--- config.mk ---
export PLATFORM = sky130hd
export DESIGN_NAME = twiddle_mult8
export DESIGN_NICKNAME = d
export VERILOG_FILES = /design/src/rtl/twiddle_mult8.sv
export SDC_FILE = /design/constraint.sdc
export NUM_CORES = 2
export LEC_CHECK = 0
export BUFFER_PORTS_ARGS = -buffer_cell sky130_fd_sc_hd__clkbuf_2
export CAP_MARGIN = 20
export CORE_ASPECT_RATIO = 0.5
export CORE_MARGIN = 2
export CORE_UTILIZATION = 40
export CTS_CLUSTER_DIAMETER = 100
export CTS_CLUSTER_SIZE = 30
export DETAILED_ROUTE_END_ITERATION = 12
export RECOVER_POWER = 50
export SYNTH_ARGS = -nofsm -noshare
export SYNTH_HDL_FRONTEND = slang
export SYNTH_SLANG_ARGS = --single-unit
export TNS_END_PERCENT = 100
--- constraint.sdc ---
create_clock -name clk -period 8.4 [get_ports clk]
set_input_delay 2.52 -clock clk [delete_from_list [all_inputs] [get_ports clk]]
set_output_delay 2.52 -clock clk [all_outputs]
set_load 0.02 [all_outputs]
--- src/rtl/twiddle_mult8.sv ---
// ============================================================================
//  Module   : twiddle_mult8
//  Purpose  : 8-point complex twiddle multiplier, 2-cycle pipeline with
//             rounding and saturation back to the sample width.
//  Revision : 1.0
// ============================================================================
`timescale 1ns/1ps
`default_nettype none

module twiddle_mult8 #(
    parameter int DW = 16,
    parameter int TW = 9
) (
    input  logic                 clk,
    input  logic                 rst_n,
    input  logic                 in_valid,
    input  logic                 in_sof,
    input  logic signed [DW-1:0] in_r,
    input  logic signed [DW-1:0] in_i,
    output logic                 out_valid,
    output logic                 out_sof,
    output logic [2:0]           out_k,
    output logic signed [DW-1:0] out_r,
    output logic signed [DW-1:0] out_i
);

    localparam int c_pw = DW + TW;      // single partial product
    localparam int c_sw = DW + TW + 1;  // sum of two partial products
    localparam int c_rw = DW + TW + 2;  // headroom for the rounding offset

    localparam logic signed [c_rw-1:0] c_round = c_rw'(64);
    localparam logic signed [c_rw-1:0] c_max   = c_rw'((2 ** (DW - 1)) - 1);
    localparam logic signed [c_rw-1:0] c_min   = ~c_max;

    logic [2:0]            r_k;
    logic [2:0]            w_k_use;
    logic signed [TW-1:0]  w_wr;
    logic signed [TW-1:0]  w_wi;
    logic signed [c_pw-1:0] w_a;
    logic signed [c_pw-1:0] w_b;

    logic                   r_s1_valid;
    logic                   r_s1_sof;
    logic [2:0]             r_s1_k;
    logic signed [c_pw-1:0] r_p_ar;
    logic signed [c_pw-1:0] r_p_bi;
    logic signed [c_pw-1:0] r_p_ai;
    logic signed [c_pw-1:0] r_p_br;

    logic signed [c_sw-1:0] w_p_r;
    logic signed [c_sw-1:0] w_p_i;
    logic signed [DW-1:0]   w_res_r;
    logic signed [DW-1:0]   w_res_i;

    // A start-of-frame sample always takes index 0, regardless of r_k.
    assign w_k_use = in_sof ? 3'd0 : r_k;

    always_comb begin
        w_wr = '0;
        w_wi = '0;
        case (w_k_use)
            3'd0: begin w_wr = TW'(128);  w_wi = TW'(0);    end
            3'd1: begin w_wr = TW'(118);  w_wi = TW'(-48);  end
            3'd2: begin w_wr = TW'(90);   w_wi = TW'(-90);  end
            3'd3: begin w_wr = TW'(48);   w_wi = TW'(-118); end
            3'd4: begin w_wr = TW'(0);    w_wi = TW'(-128); end
            3'd5: begin w_wr = TW'(-48);  w_wi = TW'(-118); end
            3'd6: begin w_wr = TW'(-90);  w_wi = TW'(-90);  end
            default: begin w_wr = TW'(-118); w_wi = TW'(-48); end
        endcase
    end

    assign w_a = c_pw'(in_r);
    assign w_b = c_pw'(in_i);

    always_ff @(posedge clk or negedge rst_n) begin
        if (!rst_n) begin
            r_k        <= 3'd0;
            r_s1_valid <= 1'b0;
            r_s1_sof   <= 1'b0;
            r_s1_k     <= 3'd0;
            r_p_ar     <= '0;
            r_p_bi     <= '0;
            r_p_ai     <= '0;
            r_p_br     <= '0;
        end else begin
            r_s1_valid <= in_valid;
            if (in_valid) begin
                r_k      <= w_k_use + 3'd1;
                r_s1_sof <= in_sof;
                r_s1_k   <= w_k_use;
                r_p_ar   <= w_a * c_pw'(w_wr);
                r_p_bi   <= w_b * c_pw'(w_wi);
                r_p_ai   <= w_a * c_pw'(w_wi);
                r_p_br   <= w_b * c_pw'(w_wr);
            end
        end
    end

    // Round half-up in Q1.7, then clamp into the signed output range.
    function automatic logic signed [DW-1:0] round_sat(input logic signed [c_sw-1:0] p);
        logic signed [c_rw-1:0] v;
        v = (c_rw'(p) + c_round) >>> 7;
        if (v > c_max)
            return DW'(c_max);
        else if (v < c_min)
            return DW'(c_min);
        else
            return DW'(v);
    endfunction

    assign w_p_r   = c_sw'(r_p_ar) - c_sw'(r_p_bi);
    assign w_p_i   = c_sw'(r_p_ai) + c_sw'(r_p_br);
    assign w_res_r = round_sat(w_p_r);
    assign w_res_i = round_sat(w_p_i);

    always_ff @(posedge clk or negedge rst_n) begin
        if (!rst_n) begin
            out_valid <= 1'b0;
            out_sof   <= 1'b0;
            out_k     <= 3'd0;
            out_r     <= '0;
            out_i     <= '0;
        end else begin
            out_valid <= r_s1_valid;
            if (r_s1_valid) begin
                out_sof <= r_s1_sof;
                out_k   <= r_s1_k;
                out_r   <= w_res_r;
                out_i   <= w_res_i;
            end
        end
    end

endmodule

`default_nettype wire

==> qor.csv <==
metric;value;unit
grt_first_pass_wirelength;110.4;mm
cts_tree;done;
min_path_cells;2;
die_w;363.9;µm
io_buffers;72;
hold_class;register to register;
avgSynthCellArea;9.531;µm²
rows;65;
violations;max-capacitance violations, max-slew violations;
final_cells;3855;
antenna_found_initial;6;
finalNetCount;3762;
drive_above_1_share;15.97;%
netlist_area;0.02590;mm²
path_max_fanout;5;
area_growth;15.78;%
ant_nets;0;
yosysSeqAreaShare;13.62;%
hold_violations;0;
clock_latency;460;ps
cp.required;8720;ps
synth_cells;2718;
crit_path_end_kind;register;
slew_violations;105;
reg2regPathDepth;27;
tns;0;ps
synth_cell_type_count;67;
rr_startpoint;r_k[1];
hp-start;out_r[15];
grt_max_degree;78;
slew_headroom;-215.3;%
grt-ovfl-total;0;
grt_pass1_vias;19880;
fmax;119.5;MHz
ctsLongestPathBuffers;2;
initial_core_util;40.78;%
finalCritPeriodShare;99.66;%
cp_data_arrival_time;8690;ps
worstMarginPinSlew;4730;ps
synth_ff_type;dfrtp_1;
place_ws;-571.8;ps
ff_latch_area;0.003528;mm²
setup_ws;28.51;ps
grt_util_all_layers;21.24;%
yosysWarningCount;0;
cts_buffers;17;
viasPerCell;5.001;
dp_hpwl;57.64;mm
die_y;183.9;µm
start_kind;primary input;
drc;0;
wl_per_cell;17.49;µm
dp_cells;3805;
fin_worst_hold_slack;501.5;ps
clock-sinks;141;
finalCriticalPeriod;8371;ps
synth_nets;3512;
fin_skew;19.06;ps
htree_levels;4;
rrSetupSlack;1580;ps
multi_input_area;0.02046;mm²
ctsHoldBuffers;0;
status;complete, but fails checks;
synth_edf_count;0;
dr.pass1.iters;7;
dieArea;0.06694;mm²
coreArea;0.06352;mm²
ys_ff_latch;141;
drv_cap;2;
ios;73;
vias;19280;
hold_end;out_r[15];
drtIter0Drc;1262;
setup_viol;0;
rsz0062_at_grt;true;
fillers;6040;
cts_root_buffer;clkbuf_16;
place_congestion;0.9558;
reg2reg_to;r_p_ar[24];
critPathKind;primary input to register;
wl;67.43;mm
clk_pin_slew;60;ps
synthArstFlopShare;100.0;%
through the flow:
step                cell area (µm²)  util (%)
finish                        29990     47.22
global route                  29990     47.22
CTS                           29700     46.76
detailed placement            29040     45.71
global placement              29040     45.71
floorplan                     26130         -
per-layer routing:
layer / GRT usage [%] / share of wire, %
met2: 30.89 / 42
met4: 3.402 / 0.78
met1: 32.90 / 51
met3: 3.956 / 6.7
met5: 0 / 0
cells by family after synthesis:
kind of cell               synth area share, %
buffers and inverters                    8.960
and+or+nand+nor                          14.50
muxes                                    2.922
adders and majority gates                48.49
AOI/OAI and AO/OA                        7.680
xor gates and xnor gates                 3.821
DFF                                      13.62
state kept, by name (all words and copies together) (netlist names), 3 cells and up:
signal	count
r_s1_k	3
r_p_br	24
out_i	16
out_k	3
r_k	3
r_p_ar	24
r_p_bi	24
out_r	16
r_p_ai	24
cell type report:
class / instances / share of cell area (%)
flip-flops and latches: 141 / 11.76
inverters: 515 / 6.454
clock buffers: 17 / 1.418
multi-input cells: 1963 / 68.23
repair buffers: 330 / 7.818
clock inverters: 15 / 0.6591
diodes: 3 / 0.02503
well taps: 871 / 3.634
worst max-delay path, cell delays in order:
cell and delay, ps:
buf_8 110, nor2b_4 110, inv_2 70, buf_6 120
ha_4 160, a2111oi_4 280, buf_6 180, nor2_4 50
or2_4 250, fa_1 490, fa_1 540, inv_2 50
fa_1 490, fa_1 510, inv_1 50, fa_1 510
inv_2 50, ha_4 210, a21o_1 190, a21oi_2 160
o21bai_1 110, a211o_1 310, a31oi_4 220, a211o_1 160
or3b_1 360, a31oi_2 190, xnor2_1 140, mux2i_1 100
placed cells by master, fill, tap and decap left out, types with 5 or more instances in the layout:
cell type,netlist,routed
mux2_2,60,59
and2_1,239,239
or3_1,16,16
buf_6,1,5
nand2_1,151,150
o211ai_1,6,6
ha_4,0,7
a211oi_1,19,12
o21ai_0,49,45
fa_1,410,408
inv_1,514,507
nand3_1,41,41
a21o_1,30,29
a211o_1,8,8
inv_2,0,6
o21a_1,12,11
or2_2,19,17
xnor2_1,90,89
nor2_1,130,125
a221o_1,17,17
ha_1,348,340
nor2b_1,49,46
nand4_1,5,5
mux2i_1,7,6
and3_1,12,12
clkbuf_1,89,39
a21oi_1,94,80
nor3_1,23,21
clkbuf_16,0,18
o21bai_1,10,10
a211oi_2,0,5
nand2b_1,25,25
clkbuf_2,0,32
dfrtp_1,141,141
xor2_1,23,23
a21oi_2,1,15
buf_4,2,248
o21ai_1,7,7
a31oi_1,18,15
worst max-delay path by stage:
stage	startpoint	to	slack, ps	cells after the start
6_report	in_sof	r_p_ar[24]	30	28
5_1_grt	in_sof	r_p_ar[24]	-280	28
4_1_cts	in_sof	r_p_br[22]	-20	28
3_5_place_dp	in_sof	r_p_br[22]	-570	28
3_3_place_gp	in_sof	r_p_br[22]	-500	28
2_1_floorplan	in_sof	r_p_br[22]	-320	27
synthesized netlist by cell type, drive strengths merged, types with 17 or more instances:
cell type,n,area (µm²)
mux2,61,686.9
a211oi,19,142.6
xor2,23,201.4
or2,19,118.9
fa,410,8208
ha,348,4354
nand3,41,205.2
a31oi,18,112.6
nor2,130,488.0
clkbuf,89,334.1
xnor2,90,788.3
nor3,24,125.1
nand2b,25,156.4
nor2b,49,306.5
nand2,151,566.8
a21oi,95,479.2
dfrtp,141,3528
o21ai,57,289.0
inv,514,1929
a221o,17,170.2
and2,239,1495
a21o,30,225.2
repair_timing:
action / in CTS / in global routing
setup buffers: 1 / 13
pin swaps: 2 / 35
endpoints found under the setup margin: 4 / 33
cloned: 0 / 1
gates resized for setup: 6 / 56
Power is left out: the tool's default activity adds up to more than one toggle a clock period on the data nets, which glitch-free logic cannot reach.
